<file path="config.mk">
export PLATFORM = sky130hd
export DESIGN_NAME = cp0_timer_flat
export DESIGN_NICKNAME = d
export VERILOG_FILES = /design/src/rtl/cp0_pkg.sv /design/src/rtl/cp0_timer_if.sv /design/src/rtl/cp0_count.sv /design/src/rtl/cp0_timer.sv /design/src/flat_wrapper.sv
export SDC_FILE = /design/constraint.sdc
export NUM_CORES = 1
export LEC_CHECK = 0
export ABC_AREA = 1
export ABC_CLOCK_PERIOD_IN_PS = 4500
export CORE_MARGIN = 1
export CORE_UTILIZATION = 30
export CTS_BUF_LIST = sky130_fd_sc_hd__clkbuf_8
export DETAILED_ROUTE_END_ITERATION = 10
export PLACE_DENSITY = 0.51
export SLEW_MARGIN = 20
export SYNTH_ARGS = -nofsm -noshare
export SYNTH_HDL_FRONTEND = slang
export SYNTH_SLANG_ARGS = --single-unit
</file>
<file path="constraint.sdc">
create_clock -name clk -period 4.5 [get_ports clk]
set_clock_uncertainty 0.15 [all_clocks]
set_input_delay 0.45 -clock clk [delete_from_list [all_inputs] [get_ports clk]]
set_output_delay 0.45 -clock clk [all_outputs]
set_load 0.1 [all_outputs]
</file>
<file path="src/rtl/cp0_pkg.sv">
// cp0_pkg: shared CP0 constants (register numbers, field positions, exception codes).
// Latency: n/a (constants only).
// Backpressure: n/a.
package cp0_pkg;

  typedef logic [4:0] exc_code_t;

  // mfc0/mtc0 register numbers
  localparam logic [4:0] ADDR_COUNT   = 5'd9;
  localparam logic [4:0] ADDR_COMPARE = 5'd11;
  localparam logic [4:0] ADDR_SR      = 5'd12;
  localparam logic [4:0] ADDR_CAUSE   = 5'd13;
  localparam logic [4:0] ADDR_EPC     = 5'd14;
  localparam logic [4:0] ADDR_PRID    = 5'd15;

  // SR field positions
  localparam int SR_IE     = 0;
  localparam int SR_EXL    = 1;
  localparam int SR_IM_LSB = 10;

  // Cause field positions
  localparam int CAUSE_BD      = 31;
  localparam int CAUSE_TI      = 30;
  localparam int CAUSE_IP_LSB  = 10;
  localparam int CAUSE_EXC_LSB = 2;

  // EXC_NONE is an otherwise unused code so that 0 can mean "interrupt"
  localparam exc_code_t EXC_INT  = 5'd0;
  localparam exc_code_t EXC_NONE = 5'h1F;

endpackage

</file>
<file path="src/rtl/cp0_timer_if.sv">
// cp0_timer_if: mtc0/mfc0 register access bus between pipeline and CP0.
// Latency: write lands on the next clk edge; read data is combinational.
// Backpressure: none, every access completes in one cycle.
interface cp0_timer_if;
  logic        we;     // mtc0 write enable
  logic [4:0]  addr;   // register number
  logic [31:0] wdata;  // mtc0 write data
  logic [31:0] rdata;  // mfc0 read data

  modport master (output we, addr, wdata, input rdata);
  modport slave  (input we, addr, wdata, output rdata);
endinterface

</file>
<file path="src/rtl/cp0_count.sv">
// cp0_count: free-running Count, Compare and sticky timer-interrupt flag TI.
// Latency: Count/Compare writes and TI updates take effect on the next clk edge.
// Backpressure: none. Ports: count/compare write strobes + data in; Count, Compare, TI out.
module cp0_count (
  input  logic        clk,
  input  logic        reset_n,
  input  logic        count_we_i,
  input  logic        compare_we_i,
  input  logic [31:0] wdata_i,
  output logic [31:0] count_o,
  output logic [31:0] compare_o,
  output logic        ti_o
);

  logic [31:0] count_q, count_d;
  logic [31:0] compare_q, compare_d;
  logic        ti_q, ti_d;

  always_comb begin
    // a software load replaces this cycle's increment
    count_d   = count_we_i ? wdata_i : count_q + 32'd1;
    compare_d = compare_we_i ? wdata_i : compare_q;
    // match is against the value Count is about to take; a Compare write wins
    if (compare_we_i) ti_d = 1'b0;
    else              ti_d = ti_q | (count_d == compare_q);
  end

  always_ff @(posedge clk or negedge reset_n) begin
    if (!reset_n) begin
      count_q   <= '0;
      compare_q <= '0;
      ti_q      <= 1'b0;
    end else begin
      count_q   <= count_d;
      compare_q <= compare_d;
      ti_q      <= ti_d;
    end
  end

  assign count_o   = count_q;
  assign compare_o = compare_q;
  assign ti_o      = ti_q;

endmodule

</file>
<file path="src/rtl/cp0_timer.sv">
// cp0_timer: CP0 SR/Cause/EPC/PRId with exception capture and optional Count/Compare timer.
// Latency: req/epc_out/rdata combinational; captures and mtc0 writes land on the next clk edge.
// Backpressure: none. Ports: clk, reset_n, mtc0/mfc0 bus, victim pc/bd/exc_code, hw_int, exl_clr;
//   outputs epc_out, sr_out, req, timer_irq.
module cp0_timer
  import cp0_pkg::*;
#(
  parameter int          NUM_INT   = 6,
  parameter int          HAS_TIMER = 1,
  parameter logic [31:0] PRID      = 32'h0000_0007
) (
  input  logic               clk,
  input  logic               reset_n,
  cp0_timer_if.slave         bus,
  input  logic [31:0]        vpc,
  input  logic               is_bd,
  input  logic [4:0]         exc_code,
  input  logic [NUM_INT-1:0] hw_int,
  input  logic               exl_clr,
  output logic [31:0]        epc_out,
  output logic [31:0]        sr_out,
  output logic               req,
  output logic               timer_irq
);

  logic [NUM_INT-1:0] im_q, im_d, ip_q, ip_d, pending;
  logic               exl_q, exl_d, ie_q, ie_d, bd_q, bd_d;
  exc_code_t          exc_q, exc_d;
  logic [31:0]        epc_q, epc_d;
  logic [31:0]        count_val, compare_val, victim_pc;
  logic [31:0]        sr_rd, cause_rd, rdata_mux;
  logic               ti, int_qual, exc_vld, wr_sr, wr_cause, wr_epc;

  if (HAS_TIMER != 0) begin : g_timer
    logic count_we, compare_we;
    // any capture this cycle drops the timer writes as well
    assign count_we   = bus.we & ~req & (bus.addr == ADDR_COUNT);
    assign compare_we = bus.we & ~req & (bus.addr == ADDR_COMPARE);
    cp0_count u_count (
      .clk          (clk),
      .reset_n      (reset_n),
      .count_we_i   (count_we),
      .compare_we_i (compare_we),
      .wdata_i      (bus.wdata),
      .count_o      (count_val),
      .compare_o    (compare_val),
      .ti_o         (ti)
    );
  end else begin : g_no_timer
    assign count_val   = '0;
    assign compare_val = '0;
    assign ti          = 1'b0;
  end

  always_comb begin
    // TI shares the top interrupt line with the highest external input
    pending              = hw_int;
    pending[NUM_INT-1]   = hw_int[NUM_INT-1] | ti;
    int_qual             = (|(im_q & pending)) & ie_q;
    exc_vld              = (exc_code != EXC_NONE);
    req                  = (int_qual | exc_vld) & ~exl_q;
    victim_pc            = is_bd ? vpc - 32'd4 : vpc;
    epc_out              = req ? victim_pc : epc_q;
    wr_sr                = bus.we & ~req & (bus.addr == ADDR_SR);
    wr_cause             = bus.we & ~req & (bus.addr == ADDR_CAUSE);
    wr_epc               = bus.we & ~req & (bus.addr == ADDR_EPC);
  end

  always_comb begin
    im_d  = im_q;
    ie_d  = ie_q;
    exl_d = exl_q;
    bd_d  = bd_q;
    exc_d = exc_q;
    epc_d = epc_q;
    ip_d  = pending;
    if (req) begin
      exl_d = 1'b1;
      bd_d  = is_bd;
      epc_d = victim_pc;
      exc_d = int_qual ? EXC_INT : exc_code;
    end else begin
      if (exl_clr) exl_d = 1'b0;
      // an SR write in the eret cycle takes EXL from wdata
      if (wr_sr) begin
        im_d  = bus.wdata[SR_IM_LSB +: NUM_INT];
        exl_d = bus.wdata[SR_EXL];
        ie_d  = bus.wdata[SR_IE];
      end
      if (wr_cause) begin
        bd_d  = bus.wdata[CAUSE_BD];
        exc_d = bus.wdata[CAUSE_EXC_LSB +: 5];
      end
      if (wr_epc) epc_d = bus.wdata;
    end
  end

  always_ff @(posedge clk or negedge reset_n) begin
    if (!reset_n) begin
      im_q  <= '0;
      ie_q  <= 1'b0;
      exl_q <= 1'b0;
      bd_q  <= 1'b0;
      exc_q <= '0;
      epc_q <= '0;
      ip_q  <= '0;
    end else begin
      im_q  <= im_d;
      ie_q  <= ie_d;
      exl_q <= exl_d;
      bd_q  <= bd_d;
      exc_q <= exc_d;
      epc_q <= epc_d;
      ip_q  <= ip_d;
    end
  end

  always_comb begin
    sr_rd                              = '0;
    sr_rd[SR_IM_LSB +: NUM_INT]        = im_q;
    sr_rd[SR_EXL]                      = exl_q;
    sr_rd[SR_IE]                       = ie_q;
    cause_rd                           = '0;
    cause_rd[CAUSE_BD]                 = bd_q;
    cause_rd[CAUSE_TI]                 = ti;
    cause_rd[CAUSE_IP_LSB +: NUM_INT]  = ip_q;
    cause_rd[CAUSE_EXC_LSB +: 5]       = exc_q;
    case (bus.addr)
      ADDR_COUNT:   rdata_mux = count_val;
      ADDR_COMPARE: rdata_mux = compare_val;
      ADDR_SR:      rdata_mux = sr_rd;
      ADDR_CAUSE:   rdata_mux = cause_rd;
      ADDR_EPC:     rdata_mux = epc_q;
      ADDR_PRID:    rdata_mux = PRID;
      default:      rdata_mux = '0;
    endcase
  end

  assign bus.rdata = rdata_mux;
  assign sr_out    = sr_rd;
  assign timer_irq = ti;

endmodule

</file>
<file path="src/flat_wrapper.sv">
// flat-port wrapper written by rule: the top's interface ports become plain ports
module cp0_timer_flat import cp0_pkg::*;
#(
  parameter int          NUM_INT   = 6,
  parameter int          HAS_TIMER = 1,
  parameter logic [31:0] PRID      = 32'h0000_0007
)
  (clk, reset_n, vpc, is_bd, exc_code, hw_int, exl_clr, epc_out, sr_out, req, timer_irq, bus_we, bus_addr, bus_wdata, bus_rdata);
  cp0_timer_if bus_i ();
  input  logic clk;
  input  logic reset_n;
  input  logic [31:0] vpc;
  input  logic is_bd;
  input  logic [4:0] exc_code;
  input  logic [NUM_INT-1:0] hw_int;
  input  logic exl_clr;
  output logic [31:0] epc_out;
  output logic [31:0] sr_out;
  output logic req;
  output logic timer_irq;
  input wire logic [$bits(bus_i.we)-1:0] bus_we;
  input wire logic [$bits(bus_i.addr)-1:0] bus_addr;
  input wire logic [$bits(bus_i.wdata)-1:0] bus_wdata;
  output wire logic [$bits(bus_i.rdata)-1:0] bus_rdata;
  assign bus_i.we = bus_we;
  assign bus_i.addr = bus_addr;
  assign bus_i.wdata = bus_wdata;
  assign bus_rdata = bus_i.rdata;
  cp0_timer #(.NUM_INT(NUM_INT), .HAS_TIMER(HAS_TIMER), .PRID(PRID)) u_core (.clk(clk), .reset_n(reset_n), .bus(bus_i), .vpc(vpc), .is_bd(is_bd), .exc_code(exc_code), .hw_int(hw_int), .exl_clr(exl_clr), .epc_out(epc_out), .sr_out(sr_out), .req(req), .timer_irq(timer_irq));
endmodule
</file>
### Yosys cells after proc, flatten, opt, wreduce, memory -nomap -nowiden

Index checks and enable logic that the tools add are counted.

| word-level totals | value |
|---|---|
| register bits after elaboration | 117 |
| word-level logic and storage cells | 54 |

| cells by class | value |
|---|---|
| multiplexer cells | 15 |
| $add $sub $neg | 2 |
| reduce and logical (&&, ||, !) cells | 5 |
| eq/ne operators | 8 |
| bitwise operators | 14 |

Operators by type and width:

| kind | number |
|---|---|
| one-hot mux 32 bit (6 select lines) | 1 |
| two-way mux 32 bit | 5 |
| adder 32 x 1 -> 32 bit, second input constant | 1 |
| == test 32 bit | 1 |
| subtractor 32 x 3 -> 32 bit, second input constant | 1 |
| == test 5 x 4 -> 1 bit, second input constant | 6 |
| two-way mux 5 bit | 3 |
| bitwise AND 1 bit | 8 |
| bitwise AND 6 bit | 1 |
| two-way mux 1 bit | 6 |
| OR reduction 6 bit | 1 |
| inequality test 5 bit, second input constant | 1 |
| nonzero test 2 bit | 2 |
| OR 1 bit | 3 |
| nonzero test 3 bit | 1 |
| NOT 1 bit | 2 |
| AND reduction 2 bit | 1 |

### Logic depth before layout (Yosys ltp)

Gate-level depths: netlist of run 1.

| depth | value |
|---|---|
| depth in word-level cells | 13 |
| gate-level depth with buffers | 20 |
| depth with buffers taken out | 19 |

### Cells and area by module

A second synthesis of run 1 with hierarchy kept.

| unflattened totals | value |
|---|---|
| cells, all modules | 1379 |
| area total of the unflattened synthesis | 8742.1 um^2 |

Modules (own cells, without submodules):

| module | seq. area each (um^2) | area each (um^2) | times used | cells an instance |
|---|---|---|---|---|
| cp0_timer | 1301.2 | 4588.2 | 1 | 745 |
| cp0_count | 1626.6 | 4154.0 | 1 | 634 |

### Worst setup path before layout of run 1

No wires, ideal clock.

| path | value |
|---|---|
| kind | register to output |
| start point | reg u_core.g_timer.u_count.ti_q, in the netlist u_core.g_timer.u_count.ti_o |
| end point | out epc_out[20] |
| data required time | 3.900 ns |
| path slack | -0.798 ns |
| buffers on the path | 3 |
| data arrival time | 4.698 ns |
| cell stages (with the launch flop) | 13 |
| path through | dfrtp_1 nor2_1 nor2_1 nor2_1 nand2_1 nand2_2 nand2_1 nand2_2 buf_4 inv_1 buf_2 clkbuf_1 o21ai_0 |

| on the way | value |
|---|---|
| word-level cells in the longest chain between the ends | 7 |

Ends and longest elaborated chain:

| what | line | RTL |
|---|---|---|
| start, declared | cp0_count.sv:17 | `logic ti_q, ti_d;` |
| start signal, assigned | cp0_count.sv:36 | `ti_q <= ti_d;` |
| OR 1 bit | cp0_timer.sv:58 | `pending[NUM_INT-1] = hw_int[NUM_INT-1] \| ti;` |
| bitwise AND 6 bit | cp0_timer.sv:59 | `int_qual = (\|(im_q & pending)) & ie_q;` |
| OR reduction 6 bit | cp0_timer.sv:59 |  |
| bitwise AND 1 bit | cp0_timer.sv:59 |  |
| OR 1 bit | cp0_timer.sv:61 | `req = (int_qual \| exc_vld) & ~exl_q;` |
| bitwise AND 1 bit | cp0_timer.sv:61 |  |
| net req | flat_wrapper.sv:19 | `output logic req;` |
| two-way mux 32 bit | cp0_timer.sv:63 | `epc_out = req ? victim_pc : epc_q;` |
| end, declared | flat_wrapper.sv:17 | `output logic [31:0] epc_out;` |

The timed path passes the listed nets, and every way through them passes these cells.

### Final worst setup path of run 1

| path | value |
|---|---|
| start point | in is_bd |
| end point | out epc_out[27] |

| on the way | value |
|---|---|
| word-level cells in the longest chain between the ends | 2 |

Ends and longest elaborated chain:

| what | line | RTL |
|---|---|---|
| start, declared | flat_wrapper.sv:13 | `input logic is_bd;` |
| two-way mux 32 bit | cp0_timer.sv:62 | `victim_pc = is_bd ? vpc - 32'd4 : vpc;` |
| two-way mux 32 bit | cp0_timer.sv:63 |  |

Every way passes these cells.

==> impl_metrics.json, run 1 <==
{
  "status": "finished, final reports clean",
  "fin_crit_ns": 3.71,
  "synth_top_area_cell": "dfrtp_1",
  "ys_seq_elements": 117,
  "antenna_found_initial": 0,
  "postSynthAreaPerCell_um2": 6.65,
  "die_width_um": 169,
  "cap_violations": 0,
  "dr_total_vias": 8765,
  "cp-end-kind": "primary output",
  "relSlewSlack_pct": 32.2,
  "fill_cells": 2786,
  "cts.sinks": 117,
  "drt_iter0_markers": 740,
  "yosys_warnings": 0,
  "wl_per_cell_um": 18.3,
  "placed_area_mm2": 0.0106,
  "rows": 60,
  "worstSetupPathType": "input pin to primary output",
  "clock_latency_ns": 0.46,
  "routed_via_density": 4.93,
  "synth_common_cells": "nand2_1 (339), inv_1 (201), dfrtp_1 (117)",
  "setup-tns-final_ns": 0,
  "worst_slack_ns": 0.787,
  "post-place-ws_ns": 0.704,
  "drive_gt1_share_pct": 10.2,
  "worstSetupStartpointType": "input pin",
  "clk_pin_slew_worst_paths_ns": 0.08,
  "cp_data_required_time_ns": 3.90,
  "final_area_mm2": 0.0111,
  "place_congestion": 0.904,
  "fmax_mhz": 269,
  "fp.dieH_um": 169,
  "synth_ff_type": "dfrtp_1",
  "post-dp-hpwl_mm": 25.2,
  "crit_fanout": 4,
  "cts_root_buf": "clkbuf_8",
  "p_leak_uw": 0.00528,
  "cts_tree": "yes",
  "hold_class": "input pin to flop",
  "grt_max_degree": 65,
  "syn2layout_area_growth_pct": 33.2,
  "fin_nets": 1481,
  "yosysSeqAreaShare_pct": 35.2,
  "routed_wl_mm": 32.5,
  "grt_pass1_vias": 8388,
  "holdWs_ns": 0.311,
  "io_buffers": 158,
  "cts_buffers": 17,
  "yosys-top-cells-area": "dfrtp_1 (35%), nand2_1 (15%), inv_1 (9.1%)",
  "ys_types": 43,
  "worstMarginPinSlew_ns": 1.01,
  "finalMaxSlewViolations": 0,
  "start_util_pct": 30.7,
  "htree_levels": 4,
  "fin_crit_sh_pct": 82.5,
  "power.density_mw_per_mm2": 695,
  "postSynthCellCount": 1252,
  "rsz0062_at_grt": "false",
  "io_pins": 183,
  "synth_edf_count": 0,
  "cts_buffer_depth": 2,
  "die-area_mm2": 0.0284,
  "yosys.area.top_type_share_pct": 35.2,
  "holdPathStages": 1,
  "syn-cell-area_mm2": 0.00833,
  "cp.arrival_ns": 3.11,
  "grt.total_usage_pct": 23.4,
  "num_antenna_cells": 0,
  "r2r_cells": 12,
  "synthArstFlopShare_pct": 100,
  "detail-route-antenna-nets": 0,
  "core-area_mm2": 0.0271,
  "firstDrtPassIters": 5,
  "hold_violations": 0,
  "grt_pass1_wl_mm": 49.9,
  "setup_viol": 0,
  "ir_drop_uv": 539,
  "grt-ovfl-total": 0,
  "drc_errors": 0,
  "synth.most_common_cell": "nand2_1"
}
==> routing by layer <==
layer / vias up / GRT usage (%) / part of all wire [%]
met5: - / 0 / 0
met3: 41 / 4.51 / 6.6
met1: 4112 / 33.6 / 47
met4: 0 / 7.11 / 2.3
li1: 4305 / - / -
met2: 307 / 35.2 / 44
==> registers in the layout, summed over array words and instances (netlist names) <==
name,flops
u_core.epc_q,32
u_core.im_q,6
u_core.exc_q,5
u_core.g_timer.u_count.ti_o,1
u_core.ip_q,6
u_core.exl_q,1
u_core.g_timer.u_count.count_o,32
u_core.bd_q,1
u_core.g_timer.u_count.compare_o,32
u_core.ie_q,1
==> kinds of logic after synthesis <==
| group | count (synthesis) | share of synthesized area [%] |
|---|---|---|
| adder cells (fa/ha/maj) | 2 | 0.300 |
| XOR/XNOR | 26 | 2.73 |
| AND/OR/NAND/NOR | 638 | 33.4 |
| flip-flops | 117 | 35.2 |
| other | 1 | 0.0450 |
| AO/OA/AOI/OAI | 190 | 14.2 |
| buffers and inverters | 278 | 14.2 |
==> repair_timing <==
item                                   CTS  global route
endpoints found under the hold margin   17             0
setup buffers                            0             0
hold buffers                             1             0
resized for setup                        0             0
==> power breakdown <==
part | total [µW] | internal, µW | switching, µW | leakage, µW
sequential | 1780 | 1450 | 325 | 0.00135
combinational | 4820 | 1470 | 3350 | 0.00372
clock | 1110 | 607 | 504 | 0.000213
total | 7710 | 3530 | 4180 | 0.00528
==> worst max-delay path, cell delays in order <==
cell and delay, ns:
clkdlybuf4s50_1 0.51, inv_1 0.10, nor2_1 0.14, nand2_1 0.12, nor2_1 0.10, inv_1 0.09
nor2_1 0.17, inv_1 0.08, nor2_1 0.21, nand3_1 0.17, nor4_1 0.31, a21oi_1 0.11
o21ai_0 0.18, nand2_1 0.18, buf_12 0.20
==> area by class of cell <==
cell class	instances	area (µm²)	share of cell area (%)
Multi-Input combinational cell	880	4340	39.1
Inverter	202	758	6.84
Sequential cell	117	2930	26.4
Timing Repair Buffer	176	2170	19.5
Clock inverter	15	201	1.82
Clock buffer	17	234	2.11
Tap cell	372	465	4.20
==> worst paths after layout <==
path	startpoint	end	slack [ns]
max	is_bd	epc_out[27]	0.79
min reg2reg	u_core.bd_q$_DFFE_PN0P_	u_core.bd_q$_DFFE_PN0P_	0.40
min	hw_int[4]	u_core.ip_q[4]$_DFF_PN0_	0.31
min in group asynchronous	reset_n	u_core.g_timer.u_count.compare_o[2]$_DFFE_PN0P_	0.52
max reg2reg	u_core.g_timer.u_count.ti_o$_DFF_PN0_	u_core.g_timer.u_count.compare_o[13]$_DFFE_PN0P_	1.24
max in group asynchronous	reset_n	u_core.epc_q[12]$_DFFE_PN0P_	2.69
==> cells in the final DEF, fill, tap and decap left out, types with 4 or more instances in the layout <==
cell,Yosys,layout
or2_2,10,10
o21ai_0,90,76
a31oi_1,8,8
nand4_1,50,50
conb_1,1,24
nand3b_1,8,8
a22oi_1,20,20
nand2_1,339,339
o21ai_1,0,11
nor4_1,6,5
buf_12,0,49
xor2_1,21,21
o221ai_1,19,19
dfrtp_1,117,117
inv_6,0,4
nand3_1,90,90
nor2_1,111,110
bufinv_16,0,4
o22ai_1,5,5
a21oi_1,17,17
clkbuf_8,0,17
inv_1,201,200
nor3_1,14,13
buf_4,30,34
clkdlybuf4s50_1,0,92
xnor2_1,5,5
o2111ai_1,5,5
o211ai_1,17,17
==> stage by stage <==
stage                     std cells  utilization [%]  total power, µW
after floorplan                1275                -             4930
after global placement         1746             39.3             6600
after detailed placement       1746             39.3             6600
after CTS                      1779             40.9             7740
after global routing           1779             40.9             8140
final                          1779             40.9             7710
Power figures use the tool's default switching activity.
==> run 2: changes to the inputs <==
--- a/config.mk
+++ b/config.mk
@@ -6,7 +6,7 @@
 export NUM_CORES = 1
 export LEC_CHECK = 0
 export ABC_AREA = 1
-export ABC_CLOCK_PERIOD_IN_PS = 4500
+export ABC_CLOCK_PERIOD_IN_PS = 3700
 export CORE_MARGIN = 1
 export CORE_UTILIZATION = 30
 export CTS_BUF_LIST = sky130_fd_sc_hd__clkbuf_8
==> constraint.sdc (replaced) <==
create_clock -name clk -period 3.7 [get_ports clk]
set_clock_uncertainty 0.15 [all_clocks]
set_input_delay 0.37 -clock clk [delete_from_list [all_inputs] [get_ports clk]]
set_output_delay 0.37 -clock clk [all_outputs]
set_load 0.1 [all_outputs]
==> run 2 against run 1 <==
- global-route usage decreased by 0.36 points
- clock-buffer cell count unchanged
- combinational power increased by 25%
- final cell count increased by 0.51%
- flip-flop and latch count unchanged
- die area unchanged
- critical endpoint is now epc_out[26]
- largest power group unchanged
==> impl_metrics.json, run 2 (same netlist as run 1, synthesis figures left out) <==
{
  "hold_class": "input pin to flop",
  "rsz0062_at_grt": "false",
  "grt_pass1_vias": 8298,
  "hold_violations": 0,
  "setup-tns-final_ns": 0,
  "crit_fanout": 6,
  "total_power_uw": 9520,
  "worst_slack_ns": 0.344,
  "p_sw_share_pct": 54.3,
  "crit_family": "buffers and inverters",
  "cts_tree": "yes",
  "fp.dieH_um": 169,
  "p_leak_uw": 0.00541,
  "worstSetupStartpointType": "input pin",
  "cts_root_buf": "clkbuf_8",
  "grt.total_usage_pct": 23.0,
  "dr_total_vias": 8813,
  "place_congestion": 0.948,
  "cts.sinks": 117,
  "syn2layout_area_growth_pct": 38.4,
  "core-area_mm2": 0.0271,
  "die-area_mm2": 0.0284,
  "cts_buffers": 17,
  "die_width_um": 169,
  "combinationalPowerShare_pct": 63.3,
  "cp-end-kind": "primary output",
  "net-switching-power_uw": 5180,
  "relSlewSlack_pct": 31.2,
  "start_util_pct": 30.7,
  "cpPeakStageDelay_ns": 0.42,
  "antenna_found_initial": 0,
  "status": "finished, final reports clean",
  "post-place-ws_ns": 0.322,
  "detail-route-antenna-nets": 0,
  "cp_data_required_time_ns": 3.18,
  "clk_pin_slew_worst_paths_ns": 0.08,
  "cts_setup_buffers": 0,
  "fmax_mhz": 298,
  "p_clk_share_pct": 13.9,
  "post-dp-hpwl_mm": 25.4,
  "power.density_mw_per_mm2": 826,
  "mostFrequentLayoutCell": "nand2_1",
  "clock_latency_ns": 0.46,
  "worstMarginPinSlew_ns": 1.03,
  "cp.arrival_ns": 2.84,
  "cp_slowest_cell": "clkdlybuf4s50_1",
  "holdWs_ns": 0.250,
  "fin_crit_sh_pct": 90.7,
  "grt_pass1_wl_mm": 49.0,
  "firstDrtPassIters": 6,
  "crit_chain": "clkdlybuf4s50_1 -> inv_1 -> ha_1 -> nand2_1 -> nor2_1 -> inv_1 -> nor3_4 -> inv_1 -> nor2_4 -> nand3_1 -> inv_1 -> nand3_1 -> inv_1 -> nand2_1 -> xor2_1 -> or2_2 -> o21ai_4 -> buf_12",
  "drc_errors": 0,
  "io_pins": 183,
  "placed_area_mm2": 0.0111,
  "fin_nets": 1490,
  "num_antenna_cells": 0,
  "grt-ovfl-total": 0,
  "wl_per_cell_um": 17.9,
  "path_common_cell": "inv_1",
  "ir_drop_uv": 702,
  "fin_crit_ns": 3.36,
  "p_seq_share_pct": 22.7,
  "drt_iter0_markers": 796,
  "finalMaxSlewViolations": 0,
  "htree_levels": 4,
  "routed_wl_mm": 32.0,
  "p_int_uw": 4350,
  "final_cell_mix": "nand2_1 (339), inv_1 (200), dfrtp_1 (117)",
  "rows": 60,
  "drive_gt1_share_pct": 12.0,
  "crit_buf_inv": 7,
  "io_buffers": 158,
  "fill_cells": 2843,
  "grt_max_degree": 63,
  "final_area_mm2": 0.0115,
  "routed_via_density": 4.93,
  "cts_buffer_depth": 2,
  "worstSetupPathType": "input pin to primary output",
  "setup_viol": 0,
  "cap_violations": 0
}
-- run 2: cell types whose count changed in the layout (fill, tap and decap cells not counted), moves of 3 or more --
cell,before,now
o21ai_1,11,21
o221ai_1,19,9
inv_6,4,8
o221ai_2,0,10
buf_12,49,69
clkinv_2,3,0
buf_4,34,23
o21ai_0,76,61
o21ai_4,0,5
-- run 2: area by class of cell --
cell class              instances  area (µm²)  area share [%]
inverters                     202         758            6.58
well taps                     372         465            4.04
multi-input cells             880        4470            38.7
repair buffers                185        2480            21.6
clock buffers                  17         234            2.03
clock inverters                15         193            1.67
flip-flops and latches        117        2930            25.4
-- run 2: final timing paths --
path / start / end / slack [ns] / cells after the start
worst max register to register: u_core.g_timer.u_count.ti_o$_DFF_PN0_ / u_core.g_timer.u_count.ti_o$_DFF_PN0_ / 0.85 / 18
worst max-delay path: vpc[2] / epc_out[26] / 0.34 / 18
worst min-delay path: hw_int[0] / u_core.ip_q[0]$_DFF_PN0_ / 0.25 / 1
min in group asynchronous: reset_n / u_core.g_timer.u_count.compare_o[2]$_DFFE_PN0P_ / 0.27 / 2
worst min register to register: u_core.bd_q$_DFFE_PN0P_ / u_core.bd_q$_DFFE_PN0P_ / 0.38 / 2
max in group asynchronous: reset_n / u_core.g_timer.u_count.compare_o[30]$_DFFE_PN0P_ / 2.39 / 3
-- run 2: power groups by stage --
| stage | clock (µW) | sequential [µW] | combinational, µW |
|---|---|---|---|
| finish | 1330 | 2160 | 6030 |
| global route | 1410 | 2230 | 6430 |
| CTS | 1350 | 2150 | 6060 |
| detailed placement | 0 | 2170 | 6040 |
| global placement | 0 | 2170 | 6020 |
| floorplan | 0 | 2200 | 3900 |
-- run 2: per-stage QoR --
stage | utilization [%] | instances
after floorplan | - | 1275
after global placement | 40.9 | 1755
after detailed placement | 40.9 | 1755
after CTS | 42.5 | 1788
after global routing | 42.5 | 1788
final | 42.5 | 1788
-- run 2: metal layers --
layer	vias to the layer above	track usage [%]	routed length (µm)
met5	-	0	0
met4	0	6.40	588
met3	32	4.28	2000
met2	323	35.4	14300
met1	4123	32.8	15100
li1	4335	-	-
-- run 2: timing repair --
action,CTS,global route
endpoints found under the hold margin,29,0
hold buffers,1,0
setup endpoints to repair,0,1
gates resized for setup,0,1
==> run 3: changes to the inputs <==
--- a/config.mk
+++ b/config.mk
@@ -11,6 +11,7 @@
 export CORE_UTILIZATION = 30
 export CTS_BUF_LIST = sky130_fd_sc_hd__clkbuf_8
 export DETAILED_ROUTE_END_ITERATION = 10
+export MAX_ROUTING_LAYER = met4
 export PLACE_DENSITY = 0.51
 export SLEW_MARGIN = 20
 export SYNTH_ARGS = -nofsm -noshare
==> run 3 against run 2 <==
- first-iteration DRC count up 1.5%
- register-to-register slack worse by 0.08 ns
- critical path depth unchanged
- total power up 0.52%
- maximum frequency down 0.93%
- sequential power about the same
- global-route usage up 0.79 points
- flip-flop and latch count unchanged
- core utilization about the same
- setup slack worse by 0.031 ns
- die area unchanged
- clock power up 5%
==> impl_metrics.json, run 3 (same netlist as run 1, synthesis figures left out) <==
{
  "die-area_mm2": 0.0284,
  "setup_viol": 0,
  "worst_slack_ns": 0.313,
  "path_common_cell": "inv_1",
  "ir_drop_uv": 730,
  "cts.sinks": 117,
  "detail-route-antenna-nets": 0,
  "setup-tns-final_ns": 0,
  "grt.total_usage_pct": 23.8,
  "htree_levels": 4,
  "drive_gt1_share_pct": 11.8,
  "holdCritStartpoint": "hw_int[0]",
  "startpoint": "vpc[2]",
  "cts_tree": "yes",
  "relSlewSlack_pct": 31.8,
  "core-area_mm2": 0.0271,
  "final_cell_mix": "nand2_1 (339), inv_1 (200), dfrtp_1 (117)",
  "worstSetupPathType": "input pin to primary output",
  "syn2layout_area_growth_pct": 38.5,
  "rsz0062_at_grt": "false",
  "status": "finished, final reports clean",
  "holdWs_ns": 0.245,
  "clk_pin_slew_worst_paths_ns": 0.08,
  "grt_pass1_vias": 8221,
  "fp.dieH_um": 169,
  "io_buffers": 158,
  "total_power_uw": 9570,
  "post-place-ws_ns": 0.293,
  "net-switching-power_uw": 5180,
  "cts_setup_buffers": 0,
  "start_util_pct": 30.7,
  "cpPeakStageDelay_ns": 0.42,
  "cp-end-kind": "primary output",
  "cp_data_required_time_ns": 3.18,
  "rows": 60,
  "crit_chain": "clkdlybuf4s50_1 -> inv_1 -> ha_1 -> nand2_1 -> nor2_1 -> inv_1 -> nor3_4 -> inv_1 -> nor2_4 -> nand3_1 -> inv_1 -> nand3_1 -> inv_1 -> nand2_1 -> xor2_1 -> or2_2 -> o21ai_4 -> buf_12",
  "cts_buffers": 17,
  "antenna_found_initial": 0,
  "cts_buffer_depth": 2,
  "clock_latency_ns": 0.47,
  "io_pins": 183,
  "drt_iter0_markers": 808,
  "grt_pass1_wl_mm": 49.6,
  "p_clk_share_pct": 14.5,
  "fin_crit_ns": 3.39,
  "routed_via_density": 4.93,
  "p_int_uw": 4390,
  "fin_nets": 1486,
  "combinationalPowerShare_pct": 62.9,
  "fill_cells": 2768,
  "power.density_mw_per_mm2": 830,
  "r2r-start": "u_core.g_timer.u_count.ti_o$_DFF_PN0_",
  "grt-ovfl-total": 0,
  "firstDrtPassIters": 5,
  "p_seq_share_pct": 22.6,
  "dr_total_vias": 8804,
  "crit_fanout": 6,
  "place_congestion": 0.936,
  "p_sw_share_pct": 54.1,
  "cap_violations": 0,
  "fin_crit_sh_pct": 91.6,
  "hold_violations": 0,
  "multiInputGateArea_mm2": 0.00447,
  "cts_root_buf": "clkbuf_8",
  "grt_max_degree": 60,
  "routed_wl_mm": 32.2,
  "p_leak_uw": 0.00541,
  "hold_class": "input pin to flop",
  "seq_area_mm2": 0.00293,
  "mostFrequentLayoutCell": "nand2_1",
  "worstSetupStartpointType": "input pin",
  "post-dp-hpwl_mm": 25.4,
  "fmax_mhz": 295,
  "cp_slowest_cell": "clkdlybuf4s50_1",
  "worstMarginPinSlew_ns": 1.02,
  "drc_errors": 0,
  "reg2reg_slack_ns": 0.77,
  "finalMaxSlewViolations": 0,
  "die_width_um": 169,
  "num_antenna_cells": 0,
  "cp.arrival_ns": 2.87,
  "wl_per_cell_um": 18.0
}
run 3: cell type report:
type / count / area share (%)
repair buffers: 181 / 21.4
clock inverters: 15 / 1.87
multi-input cells: 880 / 38.7
clock buffers: 17 / 2.03
flip-flops and latches: 117 / 25.4
well taps: 372 / 4.04
inverters: 202 / 6.57
run 3: timing repair:
item                       4_1_cts  5_1_grt
resized for setup                0        1
hold buffers                     1        0
hold endpoints to repair        43        0
setup endpoints to repair        0        1
run 3: path summary, 6_finish.rpt:
path,endpoint,depth (start not counted)
min in group asynchronous,u_core.g_timer.u_count.count_o[1]$_DFF_PN0_,2
max in group asynchronous,u_core.exc_q[3]$_DFFE_PN0P_,3
max reg2reg,u_core.g_timer.u_count.ti_o$_DFF_PN0_,18
min reg2reg,u_core.bd_q$_DFFE_PN0P_,2
min,u_core.ip_q[0]$_DFF_PN0_,1
max,epc_out[26],18
run 3: critical path: cells and delay by family:
family / cells / cell delay [ns]
AOI/OAI and AO/OA: 1 / 0.08
xor gates and xnor gates: 1 / 0.15
adders and majority gates: 1 / 0.15
buffers and inverters: 7 / 1.12
and+or+nand+nor: 8 / 1.01
run 3: per-layer routing:
layer / share of wire (%) / global-route usage, % / routed length [µm] / up-vias
met2: 44 / 34.8 / 14200 / 294
li1: - / - / - / 4330
met5: 0 / - / 0 / -
met1: 48 / 34.3 / 15600 / 4150
met4: 1.6 / 5.61 / 513 / 0
met3: 5.6 / 3.58 / 1810 / 30
run 3: power groups by stage:
stage          sequential, µW  clock (µW)  combinational, µW
2_1_floorplan            2200           0               3900
3_3_place_gp             2170           0               6000
4_1_cts                  2150        1410               6040
5_1_grt                  2230        1460               6400
6_report                 2160        1390               6020
3_5_place_dp             2170           0               6010
run 3: metrics by stage:
stage          instance area (µm²)  instances  utilization (%)
2_1_floorplan                 8550       1275                -
3_3_place_gp                 11100       1751             40.8
3_5_place_dp                 11100       1751             40.8
4_1_cts                      11500       1784             42.5
5_1_grt                      11500       1784             42.6
6_report                     11500       1784             42.6
